===== config.mk =====
export PLATFORM = sky130hd
export DESIGN_NAME = rip_wb_arbiter
export DESIGN_NICKNAME = d
export VERILOG_FILES = /design/src/rtl/rip_wb_pkg.sv /design/src/rtl/rip_wb_fifo.sv /design/src/rtl/rip_wb_arbiter.sv
export SDC_FILE = /design/constraint.sdc
export NUM_CORES = 1
export LEC_CHECK = 0
export CAP_MARGIN = 40
export CORE_MARGIN = 1
export CORE_UTILIZATION = 52
export DETAILED_ROUTE_END_ITERATION = 8
export GPL_TIMING_DRIVEN = 0
export PLACE_DENSITY = 0.81
export SLEW_MARGIN = 20
export SYNTH_ARGS = -nofsm -noshare
export SYNTH_HDL_FRONTEND = slang
export SYNTH_HIERARCHICAL = 1
export SYNTH_SLANG_ARGS = --single-unit

===== constraint.sdc =====
create_clock -name clk -period 6.99 [get_ports clk]
set_input_delay 1.398 -clock clk [delete_from_list [all_inputs] [get_ports clk]]
set_output_delay 1.398 -clock clk [all_outputs]
set_load 0.01 [all_outputs]

===== src/rtl/rip_wb_pkg.sv =====
`default_nettype none
// ============================================================================
//  Module      : rip_wb_pkg
//  Description : Shared types and constants for the register-file writeback
//                arbiter (request record, x0 index, register count and a
//                destination-to-one-hot helper).
//  Revision    : 1.0 - initial release
// ============================================================================
package rip_wb_pkg;

    // Default datapath width; the arbiter itself is parameterised separately.
    localparam int WB_XLEN = 32;

    localparam logic [4:0] REG_X0   = 5'd0;
    localparam int         NUM_REGS = 32;

    typedef struct packed {
        logic [4:0]         rd;
        logic [WB_XLEN-1:0] data;
    } wb_req_t;

    // One-hot register mask for a destination index.
    function automatic logic [NUM_REGS-1:0] rd_onehot(input logic [4:0] rd);
        logic [NUM_REGS-1:0] v;
        v     = '0;
        v[rd] = 1'b1;
        return v;
    endfunction

endpackage
`default_nettype wire


===== src/rtl/rip_wb_fifo.sv =====
`default_nettype none
// ============================================================================
//  Module      : rip_wb_fifo
//  Description : Secondary writeback buffer. DEPTH entries, each with its own
//                valid bit so entries can be squashed in place by destination.
//                A squashed head is skipped (pointer advances, nothing output).
//  Ports       : clk, rst_n (sync, active-low), flush
//                push/push_rd/push_data  - enqueue (caller guarantees room)
//                pop                     - consume a valid head this cycle
//                squash_en/squash_rd     - invalidate all entries with that rd
//                head_valid/head_rd/head_data - live head entry
//                full, adv (head pointer advances this cycle)
//                ent_valid/ent_rd        - per-entry view for hazard masks
//  Revision    : 1.0 - initial release
// ============================================================================
module rip_wb_fifo #(
    parameter int DEPTH = 4,
    parameter int XLEN  = 32
) (
    input  logic              clk,
    input  logic              rst_n,
    input  logic              flush,
    input  logic              push,
    input  logic [4:0]        push_rd,
    input  logic [XLEN-1:0]   push_data,
    input  logic              pop,
    input  logic              squash_en,
    input  logic [4:0]        squash_rd,
    output logic              head_valid,
    output logic [4:0]        head_rd,
    output logic [XLEN-1:0]   head_data,
    output logic              full,
    output logic              adv,
    output logic [DEPTH-1:0]  ent_valid,
    output logic [DEPTH*5-1:0] ent_rd
);

    localparam int AW = $clog2(DEPTH);

    logic [AW:0]       r_rd_ptr;
    logic [AW:0]       r_wr_ptr;
    logic [4:0]        r_rd   [DEPTH];
    logic [XLEN-1:0]   r_data [DEPTH];
    logic [DEPTH-1:0]  r_vld;
    logic [DEPTH-1:0]  w_vld_nxt;
    logic [AW-1:0]     w_head_idx;
    logic [AW-1:0]     w_wr_idx;
    logic              w_empty;
    logic              w_skip;

    assign w_head_idx = r_rd_ptr[AW-1:0];
    assign w_wr_idx   = r_wr_ptr[AW-1:0];
    assign w_empty    = (r_rd_ptr == r_wr_ptr);
    assign full       = (r_rd_ptr[AW] != r_wr_ptr[AW]) &&
                        (r_rd_ptr[AW-1:0] == r_wr_ptr[AW-1:0]);

    assign head_valid = !w_empty && r_vld[w_head_idx];
    assign head_rd    = r_rd[w_head_idx];
    assign head_data  = r_data[w_head_idx];

    // An occupied slot whose valid bit was cleared by a squash is dropped
    // without producing a write.
    assign w_skip = !w_empty && !r_vld[w_head_idx];
    assign adv    = (pop && head_valid) || w_skip;

    // Valid bits are the single source of truth for pend_mask, so every slot
    // outside the occupied window is kept clear (pop, skip and flush clear).
    always_comb begin
        w_vld_nxt = r_vld;
        for (int i = 0; i < DEPTH; i++) begin
            if (squash_en && (r_rd[i] == squash_rd)) begin
                w_vld_nxt[i] = 1'b0;
            end
        end
        if (adv) begin
            w_vld_nxt[w_head_idx] = 1'b0;
        end
        if (push) begin
            w_vld_nxt[w_wr_idx] = 1'b1;
        end
        if (flush) begin
            w_vld_nxt = '0;
        end
    end

    always_ff @(posedge clk) begin
        if (!rst_n) begin
            r_rd_ptr <= '0;
            r_wr_ptr <= '0;
            r_vld    <= '0;
        end else begin
            r_vld    <= w_vld_nxt;
            r_rd_ptr <= flush ? r_wr_ptr : (r_rd_ptr + {{AW{1'b0}}, adv});
            r_wr_ptr <= r_wr_ptr + {{AW{1'b0}}, push};
        end
    end

    // Payload storage carries no reset; validity lives in r_vld.
    always_ff @(posedge clk) begin
        if (push) begin
            r_rd[w_wr_idx]   <= push_rd;
            r_data[w_wr_idx] <= push_data;
        end
    end

    assign ent_valid = r_vld;

    for (genvar g = 0; g < DEPTH; g++) begin : g_ent
        assign ent_rd[g*5 +: 5] = r_rd[g];
    end

endmodule
`default_nettype wire


===== src/rtl/rip_wb_arbiter.sv =====
`default_nettype none
// ============================================================================
//  Module      : rip_wb_arbiter
//  Description : Register-file write-port arbiter. The in-order MA result
//                always wins; long-latency results are buffered and drained
//                when the port is free. Primary writes squash older buffered
//                results to the same register (WAW).
//  Ports       : clk, rst_n (sync, active-low)
//                pri_valid/pri_rd/pri_data          - primary writeback
//                sec_valid/sec_ready/sec_rd/sec_data - secondary handshake
//                flush                               - drop buffered results
//                wen/ma_rd_num/wdata                 - registered RF write
//                pend_mask                           - buffered destinations
//                perf_sec_stall_cnt                  - stall statistic
//  Options     : RIP_WB_PERF_EN enables the saturating stall counter;
//                otherwise perf_sec_stall_cnt is constant zero.
//  Revision    : 1.0 - initial release
// ============================================================================
module rip_wb_arbiter #(
    parameter int SEC_DEPTH = 4,
    parameter int XLEN      = 32
) (
    input  logic            clk,
    input  logic            rst_n,
    input  logic            pri_valid,
    input  logic [4:0]      pri_rd,
    input  logic [XLEN-1:0] pri_data,
    input  logic            sec_valid,
    output logic            sec_ready,
    input  logic [4:0]      sec_rd,
    input  logic [XLEN-1:0] sec_data,
    input  logic            flush,
    output logic            wen,
    output logic [4:0]      ma_rd_num,
    output logic [XLEN-1:0] wdata,
    output logic [31:0]     pend_mask,
    output logic [31:0]     perf_sec_stall_cnt
);
    import rip_wb_pkg::*;

    logic                   w_pri_eff;
    logic                   w_push;
    logic                   w_head_valid;
    logic [4:0]             w_head_rd;
    logic [XLEN-1:0]        w_head_data;
    logic                   w_full;
    logic                   w_adv;
    logic [SEC_DEPTH-1:0]   w_ent_valid;
    logic [SEC_DEPTH*5-1:0] w_ent_rd;
    logic [NUM_REGS-1:0]    w_pend;

    logic                   r_wen;
    logic [4:0]             r_rd_num;
    logic [XLEN-1:0]        r_wdata;

    assign w_pri_eff = pri_valid && (pri_rd != REG_X0);

    // Ready may depend on this cycle's head advance but never on sec_valid.
    assign sec_ready = !flush && (!w_full || w_adv);

    // x0 results and results overwritten by the concurrent primary write are
    // accepted but never stored.
    assign w_push = sec_valid && sec_ready && (sec_rd != REG_X0) &&
                    !(w_pri_eff && (sec_rd == pri_rd));

    rip_wb_fifo #(
        .DEPTH (SEC_DEPTH),
        .XLEN  (XLEN)
    ) u_fifo (
        .clk        (clk),
        .rst_n      (rst_n),
        .flush      (flush),
        .push       (w_push),
        .push_rd    (sec_rd),
        .push_data  (sec_data),
        .pop        (!w_pri_eff),
        .squash_en  (w_pri_eff),
        .squash_rd  (pri_rd),
        .head_valid (w_head_valid),
        .head_rd    (w_head_rd),
        .head_data  (w_head_data),
        .full       (w_full),
        .adv        (w_adv),
        .ent_valid  (w_ent_valid),
        .ent_rd     (w_ent_rd)
    );

    always_ff @(posedge clk) begin
        if (!rst_n) begin
            r_wen    <= 1'b0;
            r_rd_num <= '0;
            r_wdata  <= '0;
        end else if (w_pri_eff) begin
            r_wen    <= 1'b1;
            r_rd_num <= pri_rd;
            r_wdata  <= pri_data;
        end else if (w_head_valid) begin
            r_wen    <= 1'b1;
            r_rd_num <= w_head_rd;
            r_wdata  <= w_head_data;
        end else begin
            r_wen    <= 1'b0;
        end
    end

    assign wen       = r_wen;
    assign ma_rd_num = r_rd_num;
    assign wdata     = r_wdata;

    always_comb begin
        w_pend = '0;
        for (int i = 0; i < SEC_DEPTH; i++) begin
            if (w_ent_valid[i]) begin
                w_pend = w_pend | rd_onehot(w_ent_rd[i*5 +: 5]);
            end
        end
        w_pend[REG_X0] = 1'b0;
    end

    assign pend_mask = w_pend;

`ifdef RIP_WB_PERF_EN
    logic [31:0] r_stall_cnt;

    always_ff @(posedge clk) begin
        if (!rst_n) begin
            r_stall_cnt <= '0;
        end else if (w_head_valid && w_pri_eff && (r_stall_cnt != 32'hFFFF_FFFF)) begin
            r_stall_cnt <= r_stall_cnt + 32'd1;
        end
    end

    assign perf_sec_stall_cnt = r_stall_cnt;
`else
    assign perf_sec_stall_cnt = 32'd0;
`endif

endmodule
`default_nettype wire


# Word-level counts from Yosys, hierarchy flattened
# Memories as Yosys holds them, arrays and structs flattened. A register that Yosys moved wholly into a read port is not among the register bits.
# Cells that the tools add are included.
[word_totals]
ff_bits = 48
ramBits = 148
out_inout_bits = 103
n_memories = 2
[classes]
n_addsub = 2
magnitude_cmp = 12
eq_ne = 8
mux = 35
bitwise = 7
n_reduce_logical = 32
[mem_list]
columns = ["name", "depth", "width", "rd", "rd_ports_with_merged_regs", "wr", "line", "text"]
rows = [
  ["u_fifo.r_data", 4, 32, 1, 1, 1, "rip_wb_fifo.sv:43", "logic [XLEN-1:0] r_data [DEPTH];"],
  ["u_fifo.r_rd", 4, 5, 5, 1, 1, "rip_wb_fifo.sv:42", "logic [4:0] r_rd [DEPTH];"],
]
[ops]
columns = ["cell", "n"]
rows = [
  ["$mux W32", 6],
  ["$or A32 B32 Y32", 3],
  ["$eq A5 B5 Y1", 5],
  ["$lt A5 B6 Y1 const B", 4],
  ["$demux W1 S5", 4],
  ["$ge A5 B1 Y1 const B", 4],
  ["$logic_and A1 B1 Y1", 20],
  ["$mux W1", 15],
  ["$mux W5", 2],
  ["$reduce_bool A5 Y1", 2],
  ["$mux W4", 2],
  ["$add A3 B1 Y3", 2],
  ["$logic_not A1 Y1", 6],
  ["$lt A2 B3 Y1 const B", 2],
  ["$and A4 B4 Y4", 1],
  ["$demux W1 S2", 2],
  ["$ge A2 B1 Y1 const B", 2],
  ["$mux W2", 2],
  ["$not A4 Y4", 1],
  ["$or A4 B4 Y4", 1],
  ["$eq A3 B3 Y1", 1],
  ["$mux W3", 1],
  ["$bmux W1 S2", 1],
  ["$eq A2 B2 Y1", 1],
  ["5 further kinds", 6],
]

# Longest topological paths before layout
[logic_depth]
ltp_word = 12
ltp_mapped = 15
depth_no_buf = 13

# Modules after synthesis
# The synthesis kept the hierarchy.
[by_module_without_submodules]
columns = ["module", "instances", "cells_each", "area_each_um2", "seq_area_each_um2"]
rows = [
  ["rip_wb_fifo", 1, 285, 6129.6, 4644.5],
  ["rip_wb_arbiter", 1, 356, 2896.5, 760.7],
]

# Least setup slack after synthesis
# Ideal clock, no wire load.
[synth_path]
kind = "input port to flip-flop"
from = "in pri_rd[1]"
to = "reg u_fifo.r_vld[0] (netlist: u_fifo/ent_valid[0])"
arrival_ns = 6.615
slack_ns = 0.301
path_stages = 13
n_path_buf = 2
path_cell_list = "or4_1 -> o21a_1 -> inv_2 -> buf_6 -> buf_4 -> inv_1 -> a21oi_1 -> inv_1 -> a21oi_1 -> o211ai_1 -> nor2_1 -> nor3b_1 -> a22o_1"
[synth_between]
elab_chain_len = 11
word_cells_on_any_way = 20
classes_between = "eq/ne: 2; mux: 3; bitwise: 2; reduce/logical: 13"
[synth_rtl]
columns = ["element", "line", "text"]
rows = [
  ["start, declared", "rip_wb_arbiter.sv:26", "input logic [4:0] pri_rd,"],
  ["$reduce_bool A5 Y1", "rip_wb_arbiter.sv:56", "assign w_pri_eff = pri_valid && (pri_rd != REG_X0);"],
  ["$logic_and A1 B1 Y1", "rip_wb_arbiter.sv:56", ""],
  ["net w_pri_eff", "rip_wb_arbiter.sv:41", "logic w_pri_eff;"],
  ["$logic_not A1 Y1", "rip_wb_arbiter.sv:76", ".pop (!w_pri_eff),"],
  ["$logic_and A1 B1 Y1", "rip_wb_fifo.sv:64", "assign adv = (pop && head_valid) || w_skip;"],
  ["$logic_or A1 B1 Y1", "rip_wb_fifo.sv:64", ""],
  ["net w_adv", "rip_wb_arbiter.sv:47", "logic w_adv;"],
  ["$logic_or A1 B1 Y1", "rip_wb_arbiter.sv:59", "assign sec_ready = !flush && (!w_full || w_adv);"],
  ["$logic_and A1 B1 Y1", "rip_wb_arbiter.sv:59", ""],
  ["net sec_ready", "rip_wb_arbiter.sv:29", "output logic sec_ready,"],
  ["$logic_and A1 B1 Y1 (3 in a row)", "rip_wb_arbiter.sv:63", "assign w_push = sec_valid && sec_ready && (sec_rd != REG_X0) &&"],
  ["net w_push", "rip_wb_arbiter.sv:42", "logic w_push;"],
  ["$mux W4", "rip_wb_fifo.sv:78", "if (push) begin"],
  ["end signal, assigned", "rip_wb_fifo.sv:92", "r_vld <= w_vld_nxt;"],
  ["end, declared", "rip_wb_fifo.sv:44", "logic [DEPTH-1:0] r_vld;"],
]
# The timed path passes the listed nets, and every way through them passes these cells.
# A chain may end at the register's enable or synchronous reset.

# Worst setup path in the final report
[layout_path]
from = "in pri_rd[1]"
to = "out sec_ready"
[layout_between]
elab_chain_len = 7
[layout_rtl]
columns = ["element", "line"]
rows = [
  ["$reduce_bool A5 Y1", "rip_wb_arbiter.sv:56"],
  ["$logic_and A1 B1 Y1", "rip_wb_arbiter.sv:56"],
  ["net w_pri_eff", "rip_wb_arbiter.sv:41"],
  ["$logic_not A1 Y1", "rip_wb_arbiter.sv:76"],
  ["$logic_and A1 B1 Y1", "rip_wb_fifo.sv:64"],
  ["$logic_or A1 B1 Y1", "rip_wb_fifo.sv:64"],
  ["net w_adv", "rip_wb_arbiter.sv:47"],
  ["$logic_or A1 B1 Y1", "rip_wb_arbiter.sv:59"],
  ["$logic_and A1 B1 Y1", "rip_wb_arbiter.sv:59"],
  ["end, declared", "rip_wb_arbiter.sv:29"],
]
# The timed path passes the listed nets, and every way through them passes these cells.

==> out/metrics.yaml <==
pwr-share-clk_pct: 37.2
outcome: "complete, no violations"
power_mw: 2.61
final_layout_size_suffix_gt1_share_pct: 16.9
drc: 0
track_usage_pct: 26.9
async_flop_share_pct: 0
cts_tree: "done"
synth_top_area_share_pct: 49.2
cts_buffers: 17
crit_arrival_ps: 4720
grt_pass1_wl_um: 35700
netSwitchingFraction_pct: 24.2
cp-end-kind: "output port"
io_pins: 182
start_util_pct: 53.9
clock-sinks: 196
synth_warnings: 6
fin_ws_ps: 875
vdd.ir_drop.worst_v: 0.000204
die-height_um: 134
core_mm2: 0.0168
grt_pass1_vias: 6469
nets: 933
die_w_um: 134
path_clk_slew_ps: 70
synth_area_leaders: "edfxtp_1 49%, dfxtp_1 11%, mux4_2 9.5%, mux2i_1 4.3%, buf_4 3.0%"
stdcell_area_mm2: 0.0117
fmax_mhz: 164
cts_resized: 0
via_count: 6431
slew_violations: 0
critPathRequiredTime_ps: 5590
fin_crit_sh_pct: 87.5
port_buffers: 148
synthCells: 641
p_switching_uw: 632
clk_latency_ps: 440
rows: 47
clockBufferDepth: 2
cts_setup_buffers: 0
placed_area_mm2: 0.0110
syn-cell-area_mm2: 0.00903
first_pass_iters: 4
grt_max_degree: 28
p_int_mw: 1.98
area_delta_synth_final_pct: 29.1
synth.distinct_cells: 53
post-synth-top-area-cell: "edfxtp_1"
hold_path.class: "reg -> reg"
synth.avg_cell_area_um2: 14.1
pre_cts_ws_ps: 952
first_iter_violations: 391
finalHoldViolCount: 0
finalSetupViolations: 0
gp_congestion: 0.913
synth_seq_cells: 196
seqCellArea_mm2: 0.00541
worstSetupPathType: "in -> out"
drtAntennaViolNets: 0
seqPwrFrac_pct: 50.1
wl_um: 23300
final.min_clock_period_ps: 6110
fin_setup_tns_ps: 0
tightestPinTransition_ps: 789
crit_fanout: 13
wl_per_cell_um: 21.5
globalRouteOverflowTotal: 0
htree_levels: 4
synth_ff_type: "edfxtp_1"
fillers: 1107
hold_ws_ps: 543
synth-edff-count: 148
ctsHoldBuffers: 0
rsz0062_at_grt: "false"
root_buffer: "clkbuf_16"
start_kind: "primary input"
skew_ps: 10.1
antenna_found_initial: 0
ys_seq_area_share_pct: 59.9
num_antenna_cells: 0
max_slew_margin_pct: 47.4
multi_input_area_mm2: 0.00331
post_drt_via_cell_ratio: 5.94
leakage_nw: 3.89
power.share.combinational_pct: 12.7
power_density_mw_per_mm2: 224
drv_cap: 0
die_area_mm2: 0.0179
place_hpwl_um: 16900
==> final timing paths <==
path                      startpoint                  end  slack (ps)  depth (start not counted)
hold / removal             wdata[13]            wdata[13]         540                          2
setup reg to reg  u_fifo/r_rd_ptr[0]  u_fifo/r_data[0][3]        3410                         11
setup / recovery           pri_rd[1]            sec_ready         880                         11
hold reg to reg            wdata[13]            wdata[13]         540                          2
==> layout make-up <==
type                       count  share of cell area, %
buffer                        72                   3.77
clock buffer                  18                   3.77
clock inverter                14                   1.37
inverter                       3                 0.0966
multi-input combinational    402                   28.4
sequential                   196                   46.4
tap                          220                   2.36
timing repair buffer         158                   13.9
==> metal layers <==
metal,global-route usage (%),part of all wire [%],vias to the layer above
li1,-,-,2892
met4,12.4,2.6,0
met5,0,0,-
met1,34.5,40,3143
met3,5.86,8.0,55
met2,43.7,49,341
==> through the flow <==
step                cells  utilization, %
CTS                  1082            69.5
global route         1083            69.5
finish               1083            69.5
global placement     1041            65.1
floorplan             673               -
detailed placement   1050            65.9
==> power by group through the flow <==
stage | combinational (mW) | clock (mW) | sequential [mW]
floorplan | 0.178 | 0 | 1.34
global placement | 0.315 | 0 | 1.34
detailed placement | 0.330 | 0 | 1.34
CTS | 0.333 | 0.983 | 1.31
global route | 0.356 | 1.02 | 1.31
finish | 0.333 | 0.972 | 1.31
==> critical path, cell delays in order <==
cell	delay, ps
clkdlybuf4s50_1	580
or4_1	610
o21a_1	300
inv_2	130
buf_6	170
buf_4	230
inv_1	100
a21oi_1	210
inv_1	80
a21oi_1	310
clkdlybuf4s50_1	600
==> cells in the mapped netlist (3+ instances only) <==
library cell	number
a21oi_1	39
a221o_1	5
a22o_1	3
a22oi_1	16
a31oi_1	3
a32oi_1	8
and2_1	5
buf_2	15
buf_4	36
clkbuf_1	18
dfxtp_1	48
edfxtp_1	148
ha_1	4
mux2i_1	39
mux4_2	38
nand2_1	19
nand2b_1	10
nand3_1	7
nand4b_1	3
nor2_1	16
nor2b_1	16
nor3_1	4
nor3b_1	4
nor4_1	5
o21ai_0	37
o221ai_1	26
o22ai_1	3
or4_1	3
xnor2_1	10
xor2_1	19
==> layout by cell type (no fill, tap or decap), types with 4 or more instances in the layout <==
cell,instances
dfxtp_1,48
mux4_2,38
ha_1,4
nor2b_1,16
buf_4,39
a32oi_1,8
xor2_1,19
buf_2,15
nand3_1,7
mux2i_1,39
clkbuf_1,18
nand2_1,19
nand2b_1,10
clkbuf_16,17
conb_1,33
a22oi_1,16
nor2_1,15
xnor2_1,10
and2_1,5
nor4_1,5
o21ai_0,37
edfxtp_1,148
buf_6,5
a21oi_1,39
nor3_1,4
a221o_1,5
clkdlybuf4s50_1,148
o221ai_1,26
==> sequential cells by signal (all words and copies together), names as in the netlist <==
| name | count |
|---|---|
| u_fifo/r_data | 128 |
| wdata | 32 |
| u_fifo/r_rd | 20 |
| ma_rd_num | 5 |
| u_fifo/ent_valid | 4 |
| u_fifo/r_rd_ptr | 3 |
| u_fifo/r_wr_ptr | 3 |
| wen | 1 |
==> logic make-up (layout without fill, tap and decap cells) <==
kind of cell             after synthesis  count (layout)  share of synthesized area (%)
AO/OA/AOI/OAI                        151             151                           11.0
XOR/XNOR                              30              30                           2.99
adder cells (fa/ha/maj)                4               4                          0.554
buffers and inverters                 75             265                           4.99
flip-flops                           196             196                           59.9
multiplexers                          77              77                           13.8
other                                  1              33                         0.0415
AND/OR/NAND/NOR                      107             107                           6.68
(Power assumes the default switching activity.)
